**src/rtl/branch_pkg.sv**
```systemverilog
// Shared constants and types for the branch resolution unit and its prediction queue.
package branch_pkg;

  localparam logic [6:0] B_TYPE = 7'b1100011;
  localparam int unsigned PC_INC = 4;

  typedef enum logic {
    RUN   = 1'b0,
    FLUSH = 1'b1
  } bru_state_e;

  // Queue entry layout, MSB first: {taken, target, pc}
  localparam int unsigned ENTRY_TAKEN_W = 1;

  function automatic int unsigned entry_width(input int unsigned data_w);
    return ENTRY_TAKEN_W + 2 * data_w;
  endfunction

endpackage

```
**src/rtl/pred_queue.sv**
```systemverilog
// Synchronous FIFO holding in-flight branch predictions, with a single-cycle clear.
module pred_queue
  import branch_pkg::*;
#(
  parameter int unsigned WIDTH = 65,
  parameter int unsigned DEPTH = 4,
  parameter int unsigned CNT_W = $clog2(DEPTH) + 1
) (
  input  logic             clk,
  input  logic             rst_n,
  input  logic             clr,
  input  logic             push,
  input  logic             pop,
  input  logic [WIDTH-1:0] wdata,
  output logic [WIDTH-1:0] rdata,
  output logic             full,
  output logic             empty,
  output logic [CNT_W-1:0] count
);

  localparam int unsigned PTR_W = (DEPTH > 1) ? $clog2(DEPTH) : 1;

  logic [WIDTH-1:0] mem_q [DEPTH];
  logic [WIDTH-1:0] mem_d [DEPTH];
  logic [PTR_W-1:0] wr_ptr_q, wr_ptr_d;
  logic [PTR_W-1:0] rd_ptr_q, rd_ptr_d;
  logic [CNT_W-1:0] cnt_q, cnt_d;
  logic             do_push, do_pop;

  assign full  = (cnt_q == CNT_W'(DEPTH));
  assign empty = (cnt_q == '0);
  assign count = cnt_q;
  assign rdata = mem_q[rd_ptr_q];

  always_comb begin
    // A push into a full queue is only legal when the head leaves in the same cycle.
    do_push  = push && (!full || pop);
    do_pop   = pop && !empty;
    mem_d    = mem_q;
    wr_ptr_d = wr_ptr_q;
    rd_ptr_d = rd_ptr_q;
    cnt_d    = cnt_q;
    if (clr) begin
      wr_ptr_d = '0;
      rd_ptr_d = '0;
      cnt_d    = '0;
    end else begin
      if (do_push) begin
        mem_d[wr_ptr_q] = wdata;
        wr_ptr_d        = wr_ptr_q + 1'b1;
      end
      if (do_pop) begin
        rd_ptr_d = rd_ptr_q + 1'b1;
      end
      case ({do_push, do_pop})
        2'b10:   cnt_d = cnt_q + 1'b1;
        2'b01:   cnt_d = cnt_q - 1'b1;
        default: cnt_d = cnt_q;
      endcase
    end
  end

  always_ff @(posedge clk or negedge rst_n) begin
    if (!rst_n) begin
      for (int unsigned i = 0; i < DEPTH; i++) begin
        mem_q[i] <= '0;
      end
      wr_ptr_q <= '0;
      rd_ptr_q <= '0;
      cnt_q    <= '0;
    end else begin
      mem_q    <= mem_d;
      wr_ptr_q <= wr_ptr_d;
      rd_ptr_q <= rd_ptr_d;
      cnt_q    <= cnt_d;
    end
  end

endmodule

```
**src/rtl/branch_resolution_unit.sv**
```systemverilog
// Resolves queued branch predictions against EX/MEM outcomes; drives predictor update, redirect and flush.
// Optional performance counters are enabled with `define BRU_PERF_COUNTERS_EN.
module branch_resolution_unit
  import branch_pkg::*;
#(
  parameter int unsigned DATA_WIDTH   = 32,
  parameter int unsigned QUEUE_DEPTH  = 4,
  parameter int unsigned INDEX_BITS   = 3,
  parameter int unsigned FLUSH_CYCLES = 2
) (
  input  logic                  i_clk,
  input  logic                  i_rst_n,
  input  logic                  pred_valid,
  input  logic                  pred_taken,
  input  logic [DATA_WIDTH-1:0] pred_target,
  input  logic [DATA_WIDTH-1:0] pred_pc,
  input  logic                  res_valid,
  input  logic                  res_taken,
  input  logic [DATA_WIDTH-1:0] res_target,
  input  logic [DATA_WIDTH-1:0] res_pc,
  output logic                  queue_full,
  output logic                  redirect_valid,
  output logic [DATA_WIDTH-1:0] redirect_pc,
  output logic                  flush,
  output logic                  upd_en,
  output logic [INDEX_BITS-1:0] upd_idx,
  output logic                  upd_taken,
  output logic [DATA_WIDTH-1:0] upd_target,
  output logic                  protocol_err
`ifdef BRU_PERF_COUNTERS_EN
  ,
  output logic [31:0]           branch_cnt,
  output logic [31:0]           mispredict_cnt
`endif
);

  localparam int unsigned ENTRY_W = entry_width(DATA_WIDTH);
  localparam int unsigned CNT_W   = $clog2(QUEUE_DEPTH) + 1;
  localparam int unsigned FCNT_W  = (FLUSH_CYCLES > 1) ? $clog2(FLUSH_CYCLES) : 1;

  bru_state_e            state_q, state_d;
  logic [FCNT_W-1:0]     fcnt_q, fcnt_d;

  logic [ENTRY_W-1:0]    q_wdata, q_rdata;
  logic                  q_full, q_empty, q_push, q_pop, q_clr;
  logic [CNT_W-1:0]      q_count;
  logic                  head_taken;
  logic [DATA_WIDTH-1:0] head_target, head_pc;

  logic                  in_run, resolve, empty_res, pc_mismatch, mispredict;

  logic                  upd_en_q, upd_en_d;
  logic [INDEX_BITS-1:0] upd_idx_q, upd_idx_d;
  logic                  upd_taken_q, upd_taken_d;
  logic [DATA_WIDTH-1:0] upd_target_q, upd_target_d;
  logic                  redir_valid_q, redir_valid_d;
  logic [DATA_WIDTH-1:0] redir_pc_q, redir_pc_d;
  logic                  perr_q, perr_d;

  assign q_wdata = {pred_taken, pred_target, pred_pc};
  assign {head_taken, head_target, head_pc} = q_rdata;

  assign in_run      = (state_q == RUN);
  assign resolve     = res_valid && in_run && !q_empty;
  assign empty_res   = res_valid && in_run && q_empty;
  assign pc_mismatch = (head_pc != res_pc);
  assign mispredict  = resolve && ((head_taken != res_taken)
                                   || (res_taken && (head_target != res_target))
                                   || pc_mismatch);

  assign queue_full = (q_count == CNT_W'(QUEUE_DEPTH)) && !res_valid;
  assign q_push     = pred_valid && in_run && (!q_full || res_valid);
  assign q_pop      = resolve;
  // Entries behind a mispredicted branch are squashed, including one pushed this cycle.
  assign q_clr      = mispredict;

  pred_queue #(
    .WIDTH (ENTRY_W),
    .DEPTH (QUEUE_DEPTH),
    .CNT_W (CNT_W)
  ) u_pred_queue (
    .clk   (i_clk),
    .rst_n (i_rst_n),
    .clr   (q_clr),
    .push  (q_push),
    .pop   (q_pop),
    .wdata (q_wdata),
    .rdata (q_rdata),
    .full  (q_full),
    .empty (q_empty),
    .count (q_count)
  );

  always_ff @(posedge i_clk or negedge i_rst_n) begin
    if (!i_rst_n) begin
      state_q <= RUN;
      fcnt_q  <= '0;
    end else begin
      state_q <= state_d;
      fcnt_q  <= fcnt_d;
    end
  end

  always_comb begin
    state_d = state_q;
    fcnt_d  = fcnt_q;
    case (state_q)
      RUN: begin
        if (mispredict) begin
          state_d = FLUSH;
          fcnt_d  = FCNT_W'(FLUSH_CYCLES - 1);
        end
      end
      FLUSH: begin
        if (fcnt_q == '0) begin
          state_d = RUN;
        end else begin
          fcnt_d = fcnt_q - 1'b1;
        end
      end
      default: state_d = RUN;
    endcase
  end

  always_comb begin
    flush = (state_q == FLUSH);
  end

  always_comb begin
    upd_en_d      = 1'b0;
    upd_idx_d     = '0;
    upd_taken_d   = 1'b0;
    upd_target_d  = '0;
    redir_valid_d = 1'b0;
    redir_pc_d    = '0;
    perr_d        = perr_q || empty_res || (resolve && pc_mismatch);
    if (resolve) begin
      upd_en_d     = 1'b1;
      upd_idx_d    = res_pc[INDEX_BITS-1:0];
      upd_taken_d  = res_taken;
      upd_target_d = res_target;
    end
    if (mispredict) begin
      redir_valid_d = 1'b1;
      redir_pc_d    = res_taken ? res_target : (res_pc + DATA_WIDTH'(PC_INC));
    end
  end

  always_ff @(posedge i_clk or negedge i_rst_n) begin
    if (!i_rst_n) begin
      upd_en_q      <= 1'b0;
      upd_idx_q     <= '0;
      upd_taken_q   <= 1'b0;
      upd_target_q  <= '0;
      redir_valid_q <= 1'b0;
      redir_pc_q    <= '0;
      perr_q        <= 1'b0;
    end else begin
      upd_en_q      <= upd_en_d;
      upd_idx_q     <= upd_idx_d;
      upd_taken_q   <= upd_taken_d;
      upd_target_q  <= upd_target_d;
      redir_valid_q <= redir_valid_d;
      redir_pc_q    <= redir_pc_d;
      perr_q        <= perr_d;
    end
  end

  assign upd_en         = upd_en_q;
  assign upd_idx        = upd_idx_q;
  assign upd_taken      = upd_taken_q;
  assign upd_target     = upd_target_q;
  assign redirect_valid = redir_valid_q;
  assign redirect_pc    = redir_pc_q;
  assign protocol_err   = perr_q;

`ifdef BRU_PERF_COUNTERS_EN
  logic [31:0] br_cnt_q, br_cnt_d;
  logic [31:0] mp_cnt_q, mp_cnt_d;

  always_comb begin
    br_cnt_d = br_cnt_q;
    mp_cnt_d = mp_cnt_q;
    if (resolve && (br_cnt_q != '1)) begin
      br_cnt_d = br_cnt_q + 32'd1;
    end
    if (mispredict && (mp_cnt_q != '1)) begin
      mp_cnt_d = mp_cnt_q + 32'd1;
    end
  end

  always_ff @(posedge i_clk or negedge i_rst_n) begin
    if (!i_rst_n) begin
      br_cnt_q <= '0;
      mp_cnt_q <= '0;
    end else begin
      br_cnt_q <= br_cnt_d;
      mp_cnt_q <= mp_cnt_d;
    end
  end

  assign branch_cnt     = br_cnt_q;
  assign mispredict_cnt = mp_cnt_q;
`endif

endmodule

```
**config.mk**
```make
export PLATFORM = sky130hd
export DESIGN_NAME = branch_resolution_unit
export DESIGN_NICKNAME = d
export VERILOG_FILES = /design/src/rtl/branch_pkg.sv /design/src/rtl/pred_queue.sv /design/src/rtl/branch_resolution_unit.sv
export SDC_FILE = /design/constraint.sdc
export NUM_CORES = 1
export LEC_CHECK = 0
export ABC_AREA = 1
export BUFFER_PORTS_ARGS = -buffer_cell sky130_fd_sc_hd__buf_2
export CAP_MARGIN = 5
export CORE_MARGIN = 10
export CORE_UTILIZATION = 40
export CTS_CLUSTER_DIAMETER = 120
export DETAILED_ROUTE_END_ITERATION = 10
export PLACE_DENSITY = 0.56
export SETUP_SLACK_MARGIN = 0.15
export SYNTH_ARGS = -nofsm -noshare
export SYNTH_HDL_FRONTEND = slang
export SYNTH_SLANG_ARGS = --single-unit
export TNS_END_PERCENT = 5
```
**constraint.sdc**
```tcl
create_clock -name i_clk -period 2.9 [get_ports i_clk]
set_input_delay 0.145 -clock i_clk [delete_from_list [all_inputs] [get_ports i_clk]]
set_output_delay 0.145 -clock i_clk [all_outputs]
set_load 0.01 [all_outputs]
```
### Yosys cells after proc, flatten, opt, wreduce, memory -nomap -nowiden

Cells that the tools add are included.

* logic and storage cells: 86
* bits of input ports: 134
* memory bits (writable): 0
* output and inout port bits: 73
* memory bits (read-only): 0
* latch bits: 0
* memories kept: 0
* register bits: 340

* reduce and logical (&&, ||, !) cells: 26
* $add $sub $neg: 6
* multiply operators: 0
* equal/unequal tests: 7
* div/mod/pow operators: 0
* muxes and demuxes: 24
* shift operators: 0
* order comparisons: 3
* bitwise logic cells: 4

Operator list (number)
* bitwise mux 260 bit: 1
* two-way mux 65 bit: 3
* binary-select mux 65 bit (select 2 bit): 1
* demux 65 bit (select 2 bit): 1
* two-way mux 32 bit: 3
* inequality test 32 bit: 2
* adder 32 x 3 -> 32 bit (second input constant): 1
* logical AND 1 bit: 12
* two-way mux 2 bit: 4
* >= comparator 3 bit (second input constant): 2
* logical OR 1 bit: 6
* two-way mux 1 bit: 6
* two-way mux 3 bit: 2
* NOT 2 -> 3 bit: 2
* case mux 3 bit (2 select lines): 1
* adder 2 x 1 -> 2 bit (second input constant): 2
* case mux 1 bit (2 select lines): 2
* nonzero test 2 bit: 2
* adder 3 x 1 -> 3 bit (second input constant): 1
* equality test 3 bit (second input constant): 1
* zero test 1 bit: 3
* zero test 3 bit: 1
* less-than comparator 3 x 1 -> 1 bit (second input constant): 1
* nonzero test 3 bit: 1
* other kinds (8): 9

### Depth between registers and ports, before layout

* word-level depth: 11
* gate-level depth with buffers: 21
* mapped depth without buffers: 17

### By module

Synthesis repeated with hierarchy kept, for this count alone.

* cells, all modules: 2158
* area, all modules: 16884.9 um^2

Modules (own cells, without submodules)
* pred_queue: area each 12489.5 um^2, instances 1, cells each 1558, seq. area each 6681.4 um^2
* branch_resolution_unit: area each 4395.5 um^2, instances 1, cells each 600, seq. area each 1826.8 um^2

### Worst setup path before layout

Ideal clock, no wire load.

* path type: register to register
* start: register state_q (netlist: flush)
* end: register u_pred_queue.cnt_q[2] (netlist: u_pred_queue.count[2])
* required time: 2.775 ns
* setup time: 0.125 ns
* arrival: 2.260 ns
* period minus slack after synthesis: 2.385 ns
* buffers on the path: 1
* path slack: 0.515 ns
* stages on the path, launching flop included: 13
* cell sequence: dfrtp_1 -> inv_1 -> nand2_1 -> a21oi_1 -> inv_1 -> clkbuf_1 -> nor2_1 -> fa_1 -> xnor2_1 -> xor2_1 -> inv_1 -> o2111ai_1 -> nand2_1

* word-level cells in the longest chain between the ends: 8
* elaborated cells between the ends (all ways): 14
* classes of those cells: eq/ne: 2; mux: 2; bitwise: 1; reduce/logical: 9

Ends and longest elaborated chain
* start: declaration: line branch_resolution_unit.sv:41 `bru_state_e state_q, state_d;`
* start signal: assignment: line branch_resolution_unit.sv:99 `state_q <= state_d;`
* NOT 1 bit (*)
* logical AND 1 bit (*) (2 in a row): line branch_resolution_unit.sv:64 `assign resolve = res_valid && in_run && !q_empty;`
* via q_pop: line branch_resolution_unit.sv:45 `logic q_full, q_empty, q_push, q_pop, q_clr;`
* logical OR 1 bit: line pred_queue.sv:37 `do_push = push && (!full || pop);`
* logical AND 1 bit: line pred_queue.sv:37
* equality test 2 x 1 -> 1 bit or equality test 2 bit (tied branches): line pred_queue.sv:55 `case ({do_push, do_pop})`
* case mux 3 bit (2 select lines): line pred_queue.sv:55
* two-way mux 3 bit: line pred_queue.sv:43 `if (clr) begin`
* end signal: assignment: line pred_queue.sv:75 `cnt_q <= cnt_d;`
* end: declaration: line pred_queue.sv:27 `logic [CNT_W-1:0] cnt_q, cnt_d;`

The timed path passes the listed nets; every way through them passes the cells marked *.
A chain may end at the register's enable or synchronous reset.

### Worst setup path in the final report

* start: register u_pred_queue.rd_ptr_q[0]
* end: register u_pred_queue.mem_q[28] (netlist bit)

* word-level cells in the longest chain between the ends: 11
* elaborated cells between the ends (all ways): 13
* classes of those cells: eq/ne: 3; mux: 3; bitwise: 2; reduce/logical: 5

Ends and longest elaborated chain
* start: declaration: line pred_queue.sv:26 `logic [PTR_W-1:0] rd_ptr_q, rd_ptr_d;`
* start signal: assignment: line pred_queue.sv:74 `rd_ptr_q <= rd_ptr_d;`
* NOT 2 -> 3 bit (implied by the code) (*): line pred_queue.sv:33 `assign rdata = mem_q[rd_ptr_q];`
* binary-select mux 65 bit (select 2 bit) (*): line pred_queue.sv:33
* two-way mux 65 bit (implied by the code) (*) (2 in a row): line pred_queue.sv:33
* inequality test 32 bit: line branch_resolution_unit.sv:68 `|| (res_taken && (head_target != res_target))`
* logical AND 1 bit: line branch_resolution_unit.sv:68
* logical OR 1 bit: line branch_resolution_unit.sv:68
* logical OR 1 bit (*): line branch_resolution_unit.sv:69 `|| pc_mismatch);`
* logical AND 1 bit (*): line branch_resolution_unit.sv:67 `assign mispredict = resolve && ((head_taken != res_taken)`
* NOT 1 bit (no source line) (*)
* AND reduction 2 bit (no source line) (*)
* end signal: assignment: line pred_queue.sv:72 `mem_q <= mem_d;`
* end: declaration: line pred_queue.sv:23 `logic [WIDTH-1:0] mem_q [DEPTH];`

Mark *: on every way between the ends. The rest lies on a longest branch, timed or not. The select of a mux whose other input is x is not followed.

==> results.sh <==
export IMPL_wire_per_inst_um=19.9
export IMPL_clkSinkCount=340
export IMPL_slew_limit_headroom_pct=44.6
export IMPL_cts_buffer_depth=3
export IMPL_syn_nets=2382
export IMPL_syn_area_per_cell_um2=7.41
export IMPL_yosys_area_top_type="dfrtp_1"
export IMPL_highest_layer="met5"
export IMPL_netlist_cell_type_count=33
export IMPL_grt_util_all_layers_pct=24.1
export IMPL_post_synth_top_count_cell="nand2_1"
export IMPL_clock_skew_final_ns=0.0271
export IMPL_synth_main_ff_cell="dfrtp_1"
export IMPL_yosysTopAreaCellShare_pct=51.2
export IMPL_synth_edf_count=0
export IMPL_multi_input_area_um2=7460
export IMPL_clk_latency_ns=0.57
export IMPL_critPathKind="register to register"
export IMPL_post_route_period_util_pct=101
export IMPL_p_leak_nw=11.8
export IMPL_gp_congestion=0.882
export IMPL_io_buffers=206
export IMPL_critical_path_n_buffers_inverters=6
export IMPL_finalHoldViolations=0
export IMPL_syn_inst=2242
export IMPL_power_density_nw_per_um2=1040
export IMPL_yosys_top_cells_count="nand2_1, dfrtp_1, nand3_1"
export IMPL_fillCellCount=3910
export IMPL_crit_family="simple AND/OR/NAND/NOR gates"
export IMPL_critPathMaxStageDelay_ns=0.57
export IMPL_hp_class="input port to register"
export IMPL_final_net_count=2726
export IMPL_synth_async_reset_ratio_pct=100
export IMPL_met3_length_um=5320
export IMPL_regArea_um2=8510
export IMPL_cts_tree="done"
export IMPL_numCtsBuffers=40
export IMPL_num_rows=74
export IMPL_seq_area_frac_synth_pct=51.2
export IMPL_switching_power_mw=9.21
export IMPL_via_per_inst=5.11
export IMPL_drc_errors=0
export IMPL_drtIter0Drc=1745
export IMPL_crit_fanout=15
export IMPL_timing_hold_ws_ns=0.0338
export IMPL_antenna_found_initial=1
export IMPL_pwr_share_seq_pct=34.0
export IMPL_p_int_mw=13.8
export IMPL_grt_pass1_vias=16000
export IMPL_power_frac_clock_pct=22.6
export IMPL_min_from="res_pc[26]"
export IMPL_violations="setup timing"
export IMPL_crit_path_start_kind="register"
export IMPL_netlist_top_cells_area="dfrtp_1, nand2_1, nand3_1"
export IMPL_required_ns=3.35
export IMPL_clkTransAtPathRegs_ns=0.06
export IMPL_drv_cap=0
export IMPL_fp_dieW_um=224
export IMPL_netlist_area_um2=16600
export IMPL_cpMaxStageDelayCell="dfrtp_4"
export IMPL_dp_hpwl_um=40300
export IMPL_h_tree_depth=2
export IMPL_startpoint="u_pred_queue.rd_ptr_q[0]"
export IMPL_p_comb_share_pct=43.4
export IMPL_cp_arrival_ns=3.37
export IMPL_yosys_warnings=0
export IMPL_finalSetupViolations=21
export IMPL_finalMaxSlewViolations=0
export IMPL_rsz0062_at_grt="true"
export IMPL_r2r_start="u_pred_queue.rd_ptr_q[0]"
export IMPL_drt_met1_wl_um=28100
export IMPL_grt_ovfl_total=0
export IMPL_die_h_um=224
export IMPL_ir_drop_mv=0.474
export IMPL_design_core_area_um2=40900
export IMPL_die_area_um2=50100
export IMPL_grt_pass1_wl_um=94800
export IMPL_synthToLayoutAreaGrowth_pct=32.7
export IMPL_fin_ws_ns=-0.0190
export IMPL_drive_above_1_share_pct=18.6
export IMPL_initial_core_util_pct=40.6
export IMPL_vias=16100
export IMPL_worst_slew_pin_slew_ns=0.831
export IMPL_fin_crit_ns=2.92
export IMPL_met2RoutedLength_um=28100
export IMPL_n_antenna_cell=0
export IMPL_pin_count=207
export IMPL_ant_nets=0
export IMPL_grt_max_degree=98
export IMPL_path_cells="clkinv_8 -> buf_12 -> buf_12 -> nand2_1 -> nand3_2 -> nand3_1 -> nand4_1 -> nor2_1 -> nand2_1 -> nor2_1 -> nand3_2 -> nand2_4 -> buf_6 -> nand4_1 -> buf_6 -> clkbuf_16 -> nand2_1 -> nand2_1"
export IMPL_cts_root_buffer="clkbuf_16"
export IMPL_drtPass1Iterations=5
export IMPL_synth_seq_cells=340
export IMPL_tns_ns=-0.147
export IMPL_crit_top_cell="nand2_1"
export IMPL_cp_end_kind="register"
export IMPL_outcome="finished with violations"
export IMPL_fmax_mhz=343
export IMPL_routed_wl_um=62700
export IMPL_p_sw_share_pct=40.0
==> repair_timing <==
action | 4_1_cts | 5_1_grt
hold endpoints to repair | 402 | 0
buffers inserted | 15 | 8
setup endpoints to repair | 301 | 301
hold buffers | 101 | 0
resized for setup | 65 | 86
cloned | 9 | 8
pin swaps | 6 | 17
==> worst paths after layout <==
check                                           end  slack [ns]  cells after the start
setup reg to reg             u_pred_queue.mem_q[28]       -0.02                     18
hold / removal                      redirect_pc[26]        0.03                      3
max in group asynchronous  u_pred_queue.rd_ptr_q[0]        1.78                      3
hold reg to reg             u_pred_queue.mem_q[258]        0.48                      2
setup / recovery             u_pred_queue.mem_q[28]       -0.02                     18
min in group asynchronous    u_pred_queue.mem_q[92]        0.22                      2
==> worst register-to-register path: stages, from the launching register on <==
cell and delay, ns:
dfrtp_4 0.57, clkinv_8 0.13, buf_12 0.17, buf_12 0.14, nand2_1 0.08, nand3_2 0.07, nand3_1 0.10, nand4_1 0.16
nor2_1 0.15, nand2_1 0.12, nor2_1 0.13, nand3_2 0.12, nand2_4 0.11, buf_6 0.12, nand4_1 0.12, buf_6 0.20
clkbuf_16 0.20, nand2_1 0.08, nand2_1 0.05
==> through the flow <==
step | setup slack (ns) | cells | utilization [%] | instance area (µm²) | power [mW]
2_1_floorplan | 0.515 | 2242 | - | 16600 | 13.2
3_5_place_dp | -0.274 | 2935 | 45.1 | 18500 | 16.2
3_3_place_gp | -0.209 | 2935 | 45.1 | 18500 | 16.0
4_1_cts | 0.0617 | 3133 | 52.5 | 21500 | 22.5
5_1_grt | -0.113 | 3149 | 53.9 | 22000 | 24.6
6_report | -0.0190 | 3149 | 53.9 | 22000 | 23.0
==> per-layer routing <==
layer | track usage [%] | up-vias
li1 | - | 7651
met2 | 37.2 | 635
met4 | 6.58 | 2
met3 | 4.74 | 72
met5 | 0 | -
met1 | 33.8 | 7740
==> area by class of cell <==
| class | instances | area share (%) |
|---|---|---|
| sequential | 340 | 38.6 |
| multi-input combinational | 1702 | 33.8 |
| timing repair buffer | 414 | 16.8 |
| clock buffer | 54 | 5.33 |
| tap | 532 | 3.02 |
| inverter | 87 | 1.54 |
| clock inverter | 19 | 0.823 |
| timing repair inverter | 1 | 0.0284 |
==> placed cells by master, fill, tap and decap left out, types with 14 or more instances in the layout <==
cell              n
buf_12           30
buf_2           205
buf_4            38
buf_6            14
clkbuf_16        49
dfrtp_1         338
dlygate4sd3_1   101
inv_1            83
nand2_1        1197
nand2_2          45
nand3_1         170
nand3_2          23
nand4_1          21
nor2_1          101
o21ai_0          34
xor2_1           32
==> registers in the layout, indices dropped and copies added, names as in the netlist, 2 cells and up <==
register               flops
u_pred_queue.mem_q       260
redirect_pc               32
upd_target                32
u_pred_queue.count         3
upd_idx                    3
u_pred_queue.rd_ptr_q      2
u_pred_queue.wr_ptr_q      2
==> power groups by stage <==
stage / Clock [mW] / Sequential [mW] / Combinational [mW]
5_1_grt: 5.48 / 8.04 / 11.1
3_3_place_gp: 0 / 7.78 / 8.25
4_1_cts: 5.31 / 7.76 / 9.43
2_1_floorplan: 0 / 7.66 / 5.58
3_5_place_dp: 0 / 7.79 / 8.42
6_report: 5.21 / 7.82 / 10.0
==> logic make-up after synthesis <==
family,count (synthesis),synth area share [%]
xor+xnor,36,1.90
compound gates,62,1.99
flops,340,51.2
fa+ha+maj,6,0.497
simple gates,1598,38.3
buf+inv,200,6.12
Power figures use the tool's default switching activity.
